File: src/rtl/axis_byte_realigner.sv
// -----------------------------------------------------------------------------
// axis_byte_realigner
//
// Byte-lane merge engine for a packed AXI-Stream that has been shifted up by a
// fixed number of bytes (SHIFT_BYTES). It holds the SHIFT_BYTES bytes that
// spilled past the top of the previous beat (the residue), and combines them
// with the low lanes of the current input beat to form one output beat.
//
// - With SHIFT_BYTES == 0 it is a pass-through and holds no state.
// - The residue can be preloaded from an arbitrary source, for example the
//   tail of a header, before the first payload beat arrives.
//
// Ports:
//   clk, sresetn     clock, synchronous active-low reset
//   preload          load residue from preload_data[SHIFT_BYTES*8-1:0]
//   preload_data     residue source (only the low SHIFT_BYTES lanes are used)
//   advance          input beat consumed: residue <= top SHIFT_BYTES lanes
//   in_data/in_keep  current input beat
//   merged_data/keep residue in the low lanes, input low lanes above it
//   spill            input beat has bytes that do not fit in the merged beat
//   flush_data/keep  residue on its own, for the trailing flush beat
// -----------------------------------------------------------------------------
module axis_byte_realigner #(
    parameter int AXIS_BYTES  = 1,
    parameter int SHIFT_BYTES = 0
) (
    input  logic                    clk,
    input  logic                    sresetn,
    input  logic                    preload,
    input  logic [AXIS_BYTES*8-1:0] preload_data,
    input  logic                    advance,
    input  logic [AXIS_BYTES*8-1:0] in_data,
    input  logic [AXIS_BYTES-1:0]   in_keep,
    output logic [AXIS_BYTES*8-1:0] merged_data,
    output logic [AXIS_BYTES-1:0]   merged_keep,
    output logic                    spill,
    output logic [AXIS_BYTES*8-1:0] flush_data,
    output logic [AXIS_BYTES-1:0]   flush_keep
);

    localparam int DW = AXIS_BYTES * 8;

    generate
        if (SHIFT_BYTES == 0) begin : g_pass
            // Aligned case: nothing is ever carried between beats.
            logic unused_r0;
            assign unused_r0   = ^{clk, sresetn, preload, preload_data, advance};
            assign merged_data = in_data;
            assign merged_keep = in_keep;
            assign spill       = 1'b0;
            assign flush_data  = '0;
            assign flush_keep  = '0;
        end else begin : g_shift
            localparam int RB = SHIFT_BYTES * 8;
            localparam int LB = AXIS_BYTES - SHIFT_BYTES;

            logic [RB-1:0]          res_data_reg;
            logic [SHIFT_BYTES-1:0] res_keep_reg;
            logic                   unused_preload;

            // Only the low SHIFT_BYTES lanes of the preload word are residue.
            assign unused_preload = ^preload_data[DW-1:RB];

            always_ff @(posedge clk) begin
                if (!sresetn) begin
                    res_data_reg <= '0;
                    res_keep_reg <= '0;
                end else if (preload) begin
                    res_data_reg <= preload_data[RB-1:0];
                    res_keep_reg <= '0;
                end else if (advance) begin
                    res_data_reg <= in_data[DW-1 -: RB];
                    res_keep_reg <= in_keep[AXIS_BYTES-1 -: SHIFT_BYTES];
                end
            end

            assign merged_data = {in_data[LB*8-1:0], res_data_reg};
            assign merged_keep = {in_keep[LB-1:0], {SHIFT_BYTES{1'b1}}};
            // With a packed stream, any kept byte in the top lanes means the
            // beat overflows the merged output and a flush beat must follow.
            assign spill       = |in_keep[AXIS_BYTES-1 -: SHIFT_BYTES];
            assign flush_data  = {{(LB*8){1'b0}}, res_data_reg};
            assign flush_keep  = {{LB{1'b0}}, res_keep_reg};
        end
    endgenerate

endmodule

File: src/rtl/axis_header_prepender.sv
// -----------------------------------------------------------------------------
// axis_header_prepender
//
// Prepends a fixed-length header, supplied as a parallel sideband word with its
// own valid/ready handshake, to a packed AXI-Stream payload. The output is one
// packed packet: header bytes first (byte 0 from header_i_tdata[7:0] leads),
// then payload bytes, re-aligned across beat boundaries when the header length
// is not a multiple of the bus width.
//
// Ports:
//   clk, sresetn                 clock, synchronous active-low reset
//   header_i_tvalid/tready/tdata header sideband handshake and word
//   axis_i_*                     packed payload stream (keep all ones except
//                                on the tlast beat, which has k>=1 low bytes)
//   axis_o_*                     packed output stream, single register stage
// -----------------------------------------------------------------------------
module axis_header_prepender #(
    parameter int AXIS_BYTES          = 1,
    parameter int AXIS_USER_BITS      = 1,
    parameter int HEADER_LENGTH_BYTES = 1
) (
    input  logic                             clk,
    input  logic                             sresetn,
    input  logic                             header_i_tvalid,
    output logic                             header_i_tready,
    input  logic [HEADER_LENGTH_BYTES*8-1:0] header_i_tdata,
    input  logic                             axis_i_tvalid,
    output logic                             axis_i_tready,
    input  logic                             axis_i_tlast,
    input  logic [AXIS_BYTES-1:0]            axis_i_tkeep,
    input  logic [AXIS_BYTES*8-1:0]          axis_i_tdata,
    input  logic [AXIS_USER_BITS-1:0]        axis_i_tuser,
    output logic                             axis_o_tvalid,
    input  logic                             axis_o_tready,
    output logic                             axis_o_tlast,
    output logic [AXIS_BYTES-1:0]            axis_o_tkeep,
    output logic [AXIS_BYTES*8-1:0]          axis_o_tdata,
    output logic [AXIS_USER_BITS-1:0]        axis_o_tuser
);

    localparam int DW = AXIS_BYTES * 8;
    localparam int HW = HEADER_LENGTH_BYTES * 8;
    localparam int R  = HEADER_LENGTH_BYTES % AXIS_BYTES;   // residue bytes
    localparam int F  = HEADER_LENGTH_BYTES / AXIS_BYTES;   // full header words
    localparam int NW = F + 1;                              // words incl. partial
    localparam int CW = ($clog2(F + 1) > 1) ? $clog2(F + 1) : 1;

    typedef enum logic [1:0] {
        ST_IDLE,
        ST_HDR,
        ST_DATA,
        ST_FLUSH
    } state_t;

    state_t                    state_reg, state_next;
    logic [HW-1:0]             hdr_reg, hdr_next;
    logic [CW-1:0]             ctr_reg, ctr_next;
    logic [AXIS_USER_BITS-1:0] last_user_reg, last_user_next;

    logic                      o_valid_reg, o_valid_next;
    logic                      o_last_reg, o_last_next;
    logic [AXIS_BYTES-1:0]     o_keep_reg, o_keep_next;
    logic [DW-1:0]             o_data_reg, o_data_next;
    logic [AXIS_USER_BITS-1:0] o_user_reg, o_user_next;

    logic                      load_en;
    logic                      hdr_hs;
    logic                      pay_hs;

    // In IDLE the header is read straight off the input so that the first
    // header beat can be loaded in the same cycle it is accepted.
    logic [HW-1:0]             hdr_src;
    logic [NW*DW-1:0]          hdr_pad;
    logic [DW-1:0]             hdr_words [NW];

    logic [DW-1:0]             merged_data;
    logic [AXIS_BYTES-1:0]     merged_keep;
    logic                      spill;
    logic [DW-1:0]             flush_data;
    logic [AXIS_BYTES-1:0]     flush_keep;

    assign hdr_src = (state_reg == ST_IDLE) ? header_i_tdata : hdr_reg;
    assign hdr_pad = {{(NW * DW - HW){1'b0}}, hdr_src};

    // Word F holds the partial tail of the header (residue source).
    generate
        for (genvar gi = 0; gi < NW; gi++) begin : g_hdr_words
            assign hdr_words[gi] = hdr_pad[gi*DW +: DW];
        end
    endgenerate

    assign load_en         = !o_valid_reg || axis_o_tready;
    assign header_i_tready = sresetn && (state_reg == ST_IDLE);
    assign axis_i_tready   = sresetn && (state_reg == ST_DATA) && load_en;
    assign hdr_hs          = header_i_tvalid && header_i_tready;
    assign pay_hs          = axis_i_tvalid && axis_i_tready;

    axis_byte_realigner #(
        .AXIS_BYTES  (AXIS_BYTES),
        .SHIFT_BYTES (R)
    ) u_realigner (
        .clk          (clk),
        .sresetn      (sresetn),
        .preload      (hdr_hs),
        .preload_data (hdr_words[F]),
        .advance      (pay_hs),
        .in_data      (axis_i_tdata),
        .in_keep      (axis_i_tkeep),
        .merged_data  (merged_data),
        .merged_keep  (merged_keep),
        .spill        (spill),
        .flush_data   (flush_data),
        .flush_keep   (flush_keep)
    );

    always_comb begin
        state_next     = state_reg;
        hdr_next       = hdr_reg;
        ctr_next       = ctr_reg;
        last_user_next = last_user_reg;
        // A consumed beat drops valid; the payload fields stay as they were.
        o_valid_next   = o_valid_reg && !axis_o_tready;
        o_last_next    = o_last_reg;
        o_keep_next    = o_keep_reg;
        o_data_next    = o_data_reg;
        o_user_next    = o_user_reg;

        case (state_reg)
            ST_IDLE: begin
                if (hdr_hs) begin
                    hdr_next = header_i_tdata;
                    ctr_next = '0;
                    if (F == 0) begin
                        // Header fits entirely in the residue.
                        state_next = ST_DATA;
                    end else if (load_en) begin
                        o_valid_next = 1'b1;
                        o_data_next  = hdr_words[0];
                        o_keep_next  = {AXIS_BYTES{1'b1}};
                        o_last_next  = 1'b0;
                        o_user_next  = '0;
                        if (F == 1) begin
                            state_next = ST_DATA;
                        end else begin
                            ctr_next   = CW'(1);
                            state_next = ST_HDR;
                        end
                    end else begin
                        // Previous packet's last beat still stalled; emit
                        // header word 0 from the latched copy.
                        state_next = ST_HDR;
                    end
                end
            end

            ST_HDR: begin
                if (load_en) begin
                    o_valid_next = 1'b1;
                    o_data_next  = hdr_words[ctr_reg];
                    o_keep_next  = {AXIS_BYTES{1'b1}};
                    o_last_next  = 1'b0;
                    o_user_next  = '0;
                    if (ctr_reg == CW'(F - 1)) begin
                        ctr_next   = '0;
                        state_next = ST_DATA;
                    end else begin
                        ctr_next = ctr_reg + 1'b1;
                    end
                end
            end

            ST_DATA: begin
                if (pay_hs) begin
                    o_valid_next = 1'b1;
                    o_data_next  = merged_data;
                    o_keep_next  = merged_keep;
                    o_user_next  = axis_i_tuser;
                    o_last_next  = axis_i_tlast && !spill;
                    if (axis_i_tlast) begin
                        if (spill) begin
                            last_user_next = axis_i_tuser;
                            state_next     = ST_FLUSH;
                        end else begin
                            state_next = ST_IDLE;
                        end
                    end
                end
            end

            ST_FLUSH: begin
                if (load_en) begin
                    o_valid_next = 1'b1;
                    o_data_next  = flush_data;
                    o_keep_next  = flush_keep;
                    o_last_next  = 1'b1;
                    o_user_next  = last_user_reg;
                    state_next   = ST_IDLE;
                end
            end

            default: begin
                state_next = ST_IDLE;
            end
        endcase
    end

    always_ff @(posedge clk) begin
        if (!sresetn) begin
            state_reg     <= ST_IDLE;
            hdr_reg       <= '0;
            ctr_reg       <= '0;
            last_user_reg <= '0;
            o_valid_reg   <= 1'b0;
            o_last_reg    <= 1'b0;
            o_keep_reg    <= '0;
            o_data_reg    <= '0;
            o_user_reg    <= '0;
        end else begin
            state_reg     <= state_next;
            hdr_reg       <= hdr_next;
            ctr_reg       <= ctr_next;
            last_user_reg <= last_user_next;
            o_valid_reg   <= o_valid_next;
            o_last_reg    <= o_last_next;
            o_keep_reg    <= o_keep_next;
            o_data_reg    <= o_data_next;
            o_user_reg    <= o_user_next;
        end
    end

    assign axis_o_tvalid = o_valid_reg;
    assign axis_o_tlast  = o_last_reg;
    assign axis_o_tkeep  = o_keep_reg;
    assign axis_o_tdata  = o_data_reg;
    assign axis_o_tuser  = o_user_reg;

endmodule
File: config.mk
export PLATFORM = sky130hd
export DESIGN_NAME = axis_header_prepender
export DESIGN_NICKNAME = d
export VERILOG_FILES = /design/src/rtl/axis_byte_realigner.sv /design/src/rtl/axis_header_prepender.sv
export SDC_FILE = /design/constraint.sdc
export NUM_CORES = 1
export LEC_CHECK = 0
export CORE_AREA = 4 4 50 86
export DETAILED_ROUTE_END_ITERATION = 8
export DIE_AREA = 0 0 54 90
export GPL_TIMING_DRIVEN = 0
export PLACE_DENSITY = 0.61
export SLEW_MARGIN = 40
export SYNTH_ARGS = -nofsm -noshare
export SYNTH_HDL_FRONTEND = slang
export SYNTH_SLANG_ARGS = --single-unit
File: constraint.sdc
create_clock -name clk -period 1.6 [get_ports clk]
set_input_delay 0.16 -clock clk [delete_from_list [all_inputs] [get_ports clk]]
set_output_delay 0.16 -clock clk [all_outputs]
set_load 0.01 [all_outputs]
==> metrics.cfg <==
[routing]
drt_wl_total_mm = 3.17
dr.first_iter.drc_count = 8
drc = 0
vias = 1124
ant_nets = 0
drt-vias-per-instance = 5.28
wl_per_cell_um = 14.9
dr.pass1.iters = 3

[critical_path]
path_max_fanout = 10
r2r_cells = 4
worst_ep_required_time_ns = 1.44
r2r_end = axis_o_tdata[6]
r2r_start = state_reg[1]
r2r_slack_ns = 0.19
worst_ep_arrival_time_ns = 1.32
cp-end-kind = output port
crit_type = in -> out
start_kind = primary input

[timing]
grt_setup_unrepaired = false
maxSlewHeadroom_pct = 65.2
timing.final.crit_share_pct = 92.7
maxSlewViolCount = 0
worst_pin_slew_ns = 0.522
hold_viol = 0
finalSetupViolations = 0
layout_min_cycle_time_ns = 1.48
fin_ws_ns = 0.117
finClkSkew_ns = 0.00169
max_freq_mhz = 674

[synthesis]
ys_seq_area_share_pct = 38.1
yosysUniqueCellTypes = 33
synthSimpleGateAreaFrac_pct = 22.6
syn_area_um2 = 1160
synth_adder_area_share_pct = 0
synth.top_cell.area_share_pct = 38.1
synthTopCellsByArea = dfxtp_1, a2111oi_2, nand2_1, nor4b_1, mux2_1
synth_top_family_by_area = compound AO/OA/AOI/OAI gates
synthXorXnorAreaFrac_pct = 0
yosys_warnings = 0
muxShareOfSynthArea_pct = 8.43
yosys_register_bits = 22
syn_nets = 152
synth_compound_area_share_pct = 25.7
syn_avg_cell_area_um2 = 9.04
yosys.area.top_type = dfxtp_1
synth_cells = 128

[cts]
hold_buffers = 0
cts-htree-levels = 1
cts_sinks = 22
clock_insertion_delay_worst_skew_ns = 0.26
cts_buffer_depth = 2
clk_pin_slew_ns = 0.07
numCtsBuffers = 3
cts_tree = yes
root_buffer = clkbuf_8

[floorplan]
die-area_um2 = 4860
initial_core_util_pct = 32.2
die_y_um = 90
io_pins = 38
core_area_um2 = 3590
std_cell_rows = 29
die_x_um = 54

[placement]
dp_slack_ns = -0.577
gp_congestion = 0.771
dp_hpwl_mm = 2.51
port_buffers = 37

[global_routing]
grt_pass1_wl_mm = 5.49
grt_max_degree = 20
antenna_found_initial = 0
first_global_vias = 1210
grt_util_all_layers_pct = 14.4
overflow = 0

[hold_path]
holdPathStages = 3
min_to = hdr_reg[7]
worstHoldStart = sresetn
worstHoldPathType = in -> reg

[power_and_ir_drop]
p_int_uw = 992
p_comb_share_pct = 29.4
ir_worst_vdd_uv = 429
p_per_area_nw_per_um2 = 844
leakage_nw = 0.604
switching_share_pct = 28.4
p_sw_uw = 394
power_mw = 1.39
seq_power_share_pct = 46.4
p_clk_share_pct = 24.2

[finish]
nNetsFinal = 193
multi_input_area_um2 = 671
drive_gt1_share_pct = 15.6
syn_to_final_growth_pct = 41.9
mostFrequentLayoutCells = clkdlybuf4s50_1, nand2_1, dfxtp_1
post-route-util_pct = 45.7
n_antenna_cell = 0
fillers = 366
regArea_um2 = 442
layout_commonest_cell = clkdlybuf4s50_1

[status]
status = completed

[run]
max_cap_violations = 0

-- logic make-up after synthesis --
group	count (synthesis)
AOI/OAI and AO/OA	35
DFF	22
and+or+nand+nor	50
muxes	9
buffers and inverters	12
-- synthesized netlist by cell type --
cell type and number:
a2111oi_2 8, a211oi_1 1, a21oi_1 3, a22oi_1 6, a311oi_1 1, a31oi_1 1, and4bb_2 1, buf_1 1
buf_2 3, buf_4 1, buf_6 1, clkbuf_1 4, dfxtp_1 22, inv_1 1, inv_2 1, mux2_1 6
mux2i_1 3, nand2_1 22, nand2b_1 3, nand4_1 1, nor2_1 9, nor2b_1 2, nor2b_2 1, nor3_1 2
nor4b_1 8, o2111ai_1 1, o211a_1 1, o211ai_1 1, o21ai_0 1, o21ai_1 8, o22a_1 2, o22ai_1 1
or3_1 1
-- final cells by class --
class | instances | share of cell area, %
sequential | 22 | 26.9
inverter | 2 | 0.457
buffer | 9 | 3.73
timing repair buffer | 37 | 22.1
clock buffer | 3 | 2.51
tap | 46 | 3.50
multi-input combinational | 94 | 40.8
-- timing repair --
item | 4_1_cts | 5_1_grt
hold endpoints to repair | 0 | 0
setup endpoints to repair | 2 | 5
buffers inserted | 0 | 0
gates resized for setup | 10 | 5
-- worst max-delay path, cell delays in order --
cell	delay [ns]
clkdlybuf4s50_1	0.48
nand2b_4	0.15
clkbuf_8	0.16
nand2_1	0.06
nor3_1	0.14
clkbuf_2	0.16
-- worst max-delay path by stage --
| stage | start | end | slack (ns) | depth (start not counted) |
|---|---|---|---|---|
| 4_1_cts | axis_o_tready | axis_i_tready | 0.0004 | 6 |
| 2_1_floorplan | axis_o_tvalid | axis_i_tready | 0.37 | 4 |
| 5_1_grt | sresetn | header_i_tready | 0.004 | 5 |
| 3_3_place_gp | sresetn | axis_i_tready | -0.60 | 5 |
| 3_5_place_dp | axis_o_tready | axis_i_tready | -0.58 | 6 |
| 6_report | axis_o_tready | axis_i_tready | 0.12 | 6 |
-- metal layers --
layer / routed length (um) / GRT usage (%) / up-vias
met5: 0 / 0 / -
met4: 44 / 5.41 / 0
met3: 148 / 2.15 / 4
met2: 1700 / 25.0 / 25
met1: 1280 / 16.9 / 538
li1: - / - / 557
-- power groups by stage --
stage,registers (mW),clock network (mW),logic [mW]
2_1_floorplan,0.660,0,0.214
3_3_place_gp,0.649,0,0.406
3_5_place_dp,0.653,0,0.410
4_1_cts,0.643,0.349,0.411
5_1_grt,0.650,0.373,0.446
6_report,0.643,0.336,0.408
-- stage by stage --
step           hold WS, ns  instance area, um^2  instances  setup TNS (ns)
2_1_floorplan        0.275                 1160        128               0
3_3_place_gp         0.436                 1590        211           -2.87
3_5_place_dp         0.445                 1590        211           -2.83
4_1_cts              0.391                 1640        213               0
5_1_grt              0.408                 1640        213               0
6_report             0.389                 1640        213               0
(Power assumes the default switching activity.)
